<file path="src/rtl/encrypt_ctrl.sv">
// Byte-stream encryption controller: loads preamble length, LFSR taps and seed
// from data memory, then XOR-encrypts 64 characters into DM[64..127].
//
// state   | meaning
// IDLE    | waiting for req high (arm) then low (start)
// LD_PRE  | reading preamble length from DM[61]
// LD_TAP  | reading LFSR taps from DM[62]
// LD_SEED | reading LFSR seed from DM[63]
// RD      | reading character i-pre (or zero inside the preamble)
// WR      | writing encrypted character to DM[64+i]
// DONE    | program complete, ack held high
module encrypt_ctrl #(
  parameter bit PARITY = 1'b0
) (
  input  logic       clk,
  input  logic       init,
  input  logic       req,
  output logic       ack,
  output logic [7:0] dm_addr,
  output logic       dm_we,
  output logic [7:0] dm_wdata,
  input  logic [7:0] dm_rdata
);

  typedef enum logic [2:0] {
    IDLE    = 3'd0,
    LD_PRE  = 3'd1,
    LD_TAP  = 3'd2,
    LD_SEED = 3'd3,
    RD      = 3'd4,
    WR      = 3'd5,
    DONE    = 3'd6
  } state_t;

  state_t     state;
  logic       armed;
  logic [5:0] i;
  logic [6:0] lfsr;
  logic [6:0] taps;
  logic [7:0] pre;
  logic [6:0] ch;

  logic [7:0] pre_clamp;
  logic [6:0] rd_char;
  logic [6:0] enc;
  logic [6:0] lfsr_next;
  logic [5:0] i_inc;

  // Characters before the preamble end read as zero; the address is parked at 0.
  function automatic logic [7:0] rd_addr(input logic [5:0] idx, input logic [7:0] p);
    return ({2'b00, idx} >= p) ? ({2'b00, idx} - p) : 8'd0;
  endfunction

  always_comb begin
    if (dm_rdata < 8'd10)
      pre_clamp = 8'd10;
    else if (dm_rdata > 8'd26)
      pre_clamp = 8'd26;
    else
      pre_clamp = dm_rdata;
    rd_char   = ({2'b00, i} >= pre) ? dm_rdata[6:0] : 7'd0;
    enc       = ch ^ lfsr;
    lfsr_next = {lfsr[5:0], ^(lfsr & taps)};
    i_inc     = i + 6'd1;
  end

  // Write data is decoded from registered state so it is valid throughout WR.
  assign dm_wdata = (state == WR) ? {(PARITY ? ^enc : 1'b0), enc} : 8'h00;

  always_ff @(posedge clk or negedge init) begin
    if (!init) begin
      state   <= IDLE;
      armed   <= 1'b0;
      ack     <= 1'b0;
      dm_we   <= 1'b0;
      dm_addr <= 8'd0;
      i       <= 6'd0;
      lfsr    <= 7'd0;
      taps    <= 7'd0;
      pre     <= 8'd0;
      ch      <= 7'd0;
    end else begin
      dm_we <= 1'b0;
      case (state)
        IDLE: begin
          dm_addr <= 8'd0;
          if (req) begin
            armed <= 1'b1;
          end else if (armed) begin
            armed   <= 1'b0;
            state   <= LD_PRE;
            dm_addr <= 8'd61;
          end
        end
        DONE: begin
          dm_addr <= 8'd0;
          if (req) begin
            state <= IDLE;
            armed <= 1'b1;
            ack   <= 1'b0;
          end
        end
        default: begin
          if (req) begin
            state   <= IDLE;
            armed   <= 1'b1;
            dm_addr <= 8'd0;
          end else begin
            case (state)
              LD_PRE: begin
                pre     <= pre_clamp;
                dm_addr <= 8'd62;
                state   <= LD_TAP;
              end
              LD_TAP: begin
                taps    <= dm_rdata[6:0];
                dm_addr <= 8'd63;
                state   <= LD_SEED;
              end
              LD_SEED: begin
                lfsr    <= (dm_rdata[6:0] == 7'd0) ? 7'd1 : dm_rdata[6:0];
                i       <= 6'd0;
                dm_addr <= rd_addr(6'd0, pre);
                state   <= RD;
              end
              RD: begin
                ch      <= rd_char;
                dm_addr <= 8'd64 + {2'b00, i};
                dm_we   <= 1'b1;
                state   <= WR;
              end
              WR: begin
                lfsr <= lfsr_next;
                if (i == 6'd63) begin
                  dm_addr <= 8'd0;
                  ack     <= 1'b1;
                  state   <= DONE;
                end else begin
                  i       <= i_inc;
                  dm_addr <= rd_addr(i_inc, pre);
                  state   <= RD;
                end
              end
              default: begin
                state   <= IDLE;
                dm_addr <= 8'd0;
              end
            endcase
          end
        end
      endcase
    end
  end

endmodule

</file>
<file path="config.mk">
export PLATFORM = sky130hd
export DESIGN_NAME = encrypt_ctrl
export DESIGN_NICKNAME = d
export VERILOG_FILES = /design/src/rtl/encrypt_ctrl.sv
export SDC_FILE = /design/constraint.sdc
export NUM_CORES = 1
export LEC_CHECK = 0
export ABC_CLOCK_PERIOD_IN_PS = 5200
export CAP_MARGIN = 15
export CORE_ASPECT_RATIO = 1.75
export CORE_MARGIN = 10
export CORE_UTILIZATION = 40
export DETAILED_ROUTE_END_ITERATION = 12
export GPL_ROUTABILITY_DRIVEN = 0
export MAX_ROUTING_LAYER = met4
export SYNTH_ARGS = -nofsm -noshare
export SYNTH_HDL_FRONTEND = slang
export SYNTH_SLANG_ARGS = --single-unit
</file>
<file path="constraint.sdc">
create_clock -name clk -period 5.2 [get_ports clk]
set_clock_uncertainty 0.2 [all_clocks]
set_input_delay 1.04 -clock clk [delete_from_list [all_inputs] [get_ports clk]]
set_output_delay 1.04 -clock clk [all_outputs]
set_load 0.01 [all_outputs]
</file>
==> reports/metrics.yaml, run 1 <==
status: "finished clean"
routedWlPerCell_um: 18.00
synth_cells: 314
r2r_end: "dm_addr[5]"
crit_path_end_kind: "output port"
post-place-ws_ns: 1.942
startpoint: "state[2]"
cts_tree: "done"
synth_top_cell_area_share_pct: 41.81
netlist_top_cells_area: "dfrtp_1, ha_1, nand2_1, xnor2_1, o21ai_0"
seq_area_um2: 1226
fillers: 695
dieWidth_um: 84.73
peakVddDrop_uv: 228.0
period_minus_slack_ns: 3.490
drv_cap: 0
setup_ws_ns: 1.710
hold_path_class: "register to register"
r2r_start: "i[0]"
synthArstFlopShare_pct: 100.0
drive_above_1_share_pct: 6.745
synth-compound-area-share_pct: 17.92
drt-pass1-iter-count: 4
synth_fa_ha_area_share_pct: 6.655
synth_area_um2: 2933
clockBufferDepth: 2
synth.top_cells.by_count: "dfrtp_1, nand2_1, nor2_1, o21ai_0, nand3_1"
dr_total_vias: 2374
tightest_slew_ns: 0.7733
antenna_found_initial: 0
viasPerCell: 5.560
maxSlewHeadroom_pct: 48.45
path_class: "register to output port"
port_buffers: 27
finalSetupViolations: 0
power.density_nw_per_um2: 343.2
post-synth-top-count-cell: "dfrtp_1"
required_ns: 3.96
synth_cell_types: 50
seq_area_frac_synth_pct: 41.81
chipHeight_um: 133.3
clock_latency_ns: 0.29
core-area_um2: 7182
rsz0062_at_grt: "no"
crit_fanout: 24
wirelength_um: 7684
grt_pass1_vias: 2505
clock_sinks: 49
drt_iter0_drc: 132
final_util_pct: 48.01
post_cts_buffers: 0
hold_viol_final: 0
fmax_mhz: 286.5
dieArea_um2: 11290
post_cts_resized: 0
nNetsFinal: 366
ys_ff_latch: 49
multiInputGateArea_um2: 1600
synth_top_family_by_area: "simple AND/OR/NAND/NOR gates"
initial_utilization_pct: 40.84
cts-buffers-inserted: 5
syn_avg_cell_area_um2: 9.340
syn_nets: 340
synthMuxAreaShare_pct: 4.735
p_leak_nw: 1.493
yosys.area_share.simple_pct: 19.16
grt_max_degree: 50
arrival_ns: 2.25
overflow: 0
crit_path_start_kind: "register"
synth_ff_type: "dfrtp_1"
ys_warn_count: 0
fin_crit_sh_pct: 67.12
reg2regPathDepth: 9
drv_slew: 0
crit_end: "dm_wdata[4]"
root_buffer: "clkbuf_16"
rows: 41
dpl.hpwl_um: 5869
hold_buffers: 0
grt_usage_pct: 14.26
clk_pin_slew_ns: 0.07
synth_area_leader_cell: "dfrtp_1"
diodes: 0
ant_nets: 0
grt_pass1_wl_um: 12670
tns_ns: 0
syn_to_final_growth_pct: 17.58
ios: 29
r2r_slack_ns: 2.13
h-tree-depth: 2
drc: 0
yosys.area_share.xor_xnor_pct: 5.973
synth-edff-count: 0
-- cell families (layout without fill, tap and decap cells) --
family	after synthesis	in the layout
mux	13	13
flops	49	49
fa+ha+maj	15	15
other cells	1	1
simple gates	115	115
compound gates	78	78
xor+xnor	20	20
buf+inv	23	50
-- per-layer routing --
layer	share of wire [%]	vias to the layer above	global-route usage (%)	routed length [um]
li1	-	1158	-	-
met1	37	1112	13.59	2815
met2	54	76	25.57	4126
met3	3.5	28	2.320	269
met4	6.1	0	9.283	472
met5	0	-	-	0
-- registers in the layout, summed over array words and instances, names as in the netlist --
register / flops
ack: 1
dm_we: 1
state: 3
armed: 1
dm_addr: 8
pre: 8
lfsr: 7
i: 6
taps: 7
ch: 7
-- critical path: stages, from the launching register on --
cell and delay [ns]:
dfrtp_1 0.84, nand3b_4 0.36, nor2_1 0.20, clkdlybuf4s50_1 0.55
-- placed cells by master (no fill, tap or decap), types with 5 or more instances in the layout --
master,n
dfrtp_1,49
nand2_1,38
nor2_1,27
o21ai_0,26
clkdlybuf4s50_1,26
nand3_1,17
a21oi_1,16
xnor2_1,15
ha_1,14
inv_1,12
mux2_2,7
nor2b_1,6
nand2b_1,6
nor3_1,6
mux2i_1,6
xor2_1,5
a22o_1,5
clkbuf_16,5
-- worst min path at each step --
| stage | start | end | slack [ns] | depth (start not counted) |
|---|---|---|---|---|
| after detailed placement | ch[6] | ch[6] | 0.29 | 2 |
| after global placement | ch[6] | ch[6] | 0.28 | 2 |
| after CTS | ch[6] | ch[6] | 0.31 | 2 |
| after floorplan | ch[0] | ch[0] | 0.27 | 2 |
| after global routing | ch[6] | ch[6] | 0.32 | 2 |
| final | ch[3] | ch[3] | 0.30 | 2 |
-- stage by stage --
step | hold WS, ns | cell area (um2) | instances | total power [W]
2_1_floorplan | 0.2702 | 2933 | 314 | 0.0007076
3_3_place_gp | 0.2834 | 3256 | 418 | 0.0008052
3_5_place_dp | 0.2920 | 3256 | 418 | 0.0008083
4_1_cts | 0.3073 | 3428 | 426 | 0.001194
5_1_grt | 0.3189 | 3448 | 427 | 0.001248
6_report | 0.2987 | 3448 | 427 | 0.001183
-- layout make-up --
type	instances	area share [%]
clock buffers	7	4.136
flip-flops and latches	49	35.56
multi-input cells	242	46.41
inverters	13	1.415
clock inverters	1	0.8708
well taps	86	3.120
repair buffers	29	8.491
-- report_power, final --
| group | total, W | switching (W) | internal (W) | leakage [nW] |
|---|---|---|---|---|
| sequential | 0.000523 | 0.0000756 | 0.000448 | 0.635 |
| clock | 0.000380 | 0.000140 | 0.000240 | 0.0841 |
| combinational | 0.000280 | 0.000135 | 0.000145 | 0.774 |
Note: power is estimated with default switching activity, not from simulation.
==> run 2, diff against run 1 <==
- ABC_CLOCK_PERIOD_IN_PS: 5200 -> 2900
- clock period: 5.2 -> 2.9 ns (I/O delays scaled with it)
==> reports/metrics.yaml, run 2 (synthesis gave the netlist of run 1 again) <==
fmax_mhz: 375.9
ant_nets: 0
p_total_w: 0.002187
nNetsFinal: 381
layout_common_cells: "dfrtp_1, nand2_1, nor2_1"
grt_pass1_wl_um: 12620
routedWlPerCell_um: 17.17
setup_ws_ns: 0.2400
h-tree-depth: 2
antenna_found_initial: 0
drv_slew: 0
hold_viol_final: 0
fin_crit_sh_pct: 91.72
cts-buffers-inserted: 5
clock_sinks: 49
final_util_pct: 49.93
hold_path_class: "primary input to async pin"
maxSlewHeadroom_pct: 58.07
drv_cap: 0
grt_usage_pct: 14.21
clk_pin_slew_ns: 0.07
crit_path_end_kind: "register"
clockBufferDepth: 2
cts_tree: "done"
dieArea_um2: 11290
multiInputGateArea_um2: 1620
tightest_slew_ns: 0.6241
p_sw_share_pct: 28.38
dieWidth_um: 84.73
top_regs: "dm_addr: 8 flops, pre: 8 flops"
overflow: 0
initial_utilization_pct: 40.84
core-area_um2: 7182
ios: 29
root_buffer: "clkbuf_16"
crit_path_start_kind: "register"
finalSetupViolations: 0
grt_pass1_vias: 2483
crit_fanout: 6
period_minus_slack_ns: 2.660
p_sw_w: 0.0006206
p_leak_nw: 1.577
rows: 41
wirelength_um: 7591
post-place-ws_ns: 0.1466
pwr-share-clk_pct: 34.4
status: "finished clean"
port_buffers: 27
reg2regPathDepth: 8
rsz0062_at_grt: "no"
drive_above_1_share_pct: 11.52
p_int_w: 0.001566
syn_to_final_growth_pct: 22.27
tns_ns: 0
clock_latency_ns: 0.30
power_frac_seq_pct: 40.9
dpl.hpwl_um: 5936
required_ns: 2.90
layout_commonest_cell: "dfrtp_1"
seq_area_um2: 1226
peakVddDrop_uv: 445.2
diodes: 0
fillers: 715
power.density_nw_per_um2: 609.8
dr_total_vias: 2421
grt_max_degree: 50
viasPerCell: 5.477
drt-pass1-iter-count: 5
drt_iter0_drc: 174
drc: 0
chipHeight_um: 133.3
path_class: "register to register"
comb_power_share_pct: 24.7
arrival_ns: 2.66
==> run 2: area by class of cell <==
type | instances | share of cell area, %
Clock inverter | 3 | 1.814
Inverter | 13 | 1.361
Multi-Input combinational cell | 242 | 45.18
Timing Repair Buffer | 44 | 10.96
Tap cell | 86 | 3.001
Sequential cell | 49 | 34.19
Clock buffer | 5 | 3.489
==> run 2: worst max-delay path, stage by stage (launching register included) <==
cell,delay [ns]
dfrtp_1,0.46
ha_4,0.30
inv_1,0.06
fa_1,0.44
nor2b_1,0.18
o31ai_2,0.10
a311oi_4,0.41
nand2b_1,0.14
o311ai_2,0.26
==> run 2: metrics by stage <==
stage	std cells	hold slack, ns	instance area [um2]
CTS	442	0.2148	3566
detailed placement	434	0.2931	3376
finish	442	0.1836	3586
floorplan	314	0.08441	2933
global placement	434	0.2822	3376
global route	442	0.2406	3586
==> run 2: path summary, 6_finish.rpt <==
| path | from | to | slack [ns] |
|---|---|---|---|
| worst max-delay path | i[1] | dm_addr[5] | 0.24 |
| worst min-delay path | init | ack | 0.18 |
| worst max register to register | i[1] | dm_addr[5] | 0.24 |
| worst min register to register | ch[3] | ch[3] | 0.30 |
| max in group asynchronous | init | pre[6] | 1.88 |
| min in group clk | ch[3] | ch[3] | 0.30 |
==> run 2: power by group through the flow <==
stage / registers [W] / clock network, W / logic (W)
global route: 0.000911 / 0.000793 / 0.000604
global placement: 0.000907 / 0 / 0.000540
detailed placement: 0.000910 / 0 / 0.000543
finish: 0.000895 / 0.000751 / 0.000541
CTS: 0.000896 / 0.000772 / 0.000545
floorplan: 0.000893 / 0 / 0.000375
==> run 2: repair_timing <==
action                                  4_1_cts  5_1_grt
endpoints found under the setup margin        0        2
gates resized for setup                       0        3
buffers inserted                              0        0
hold buffers                                  0        0
==> run 2: routing by layer <==
layer	GRT usage, %	routed length (um)	up-vias
met4	7.077	323	0
met2	26.41	4256	55
met3	2.686	238	23
met1	13.36	2772	1155
met5	-	0	-
li1	-	-	1188
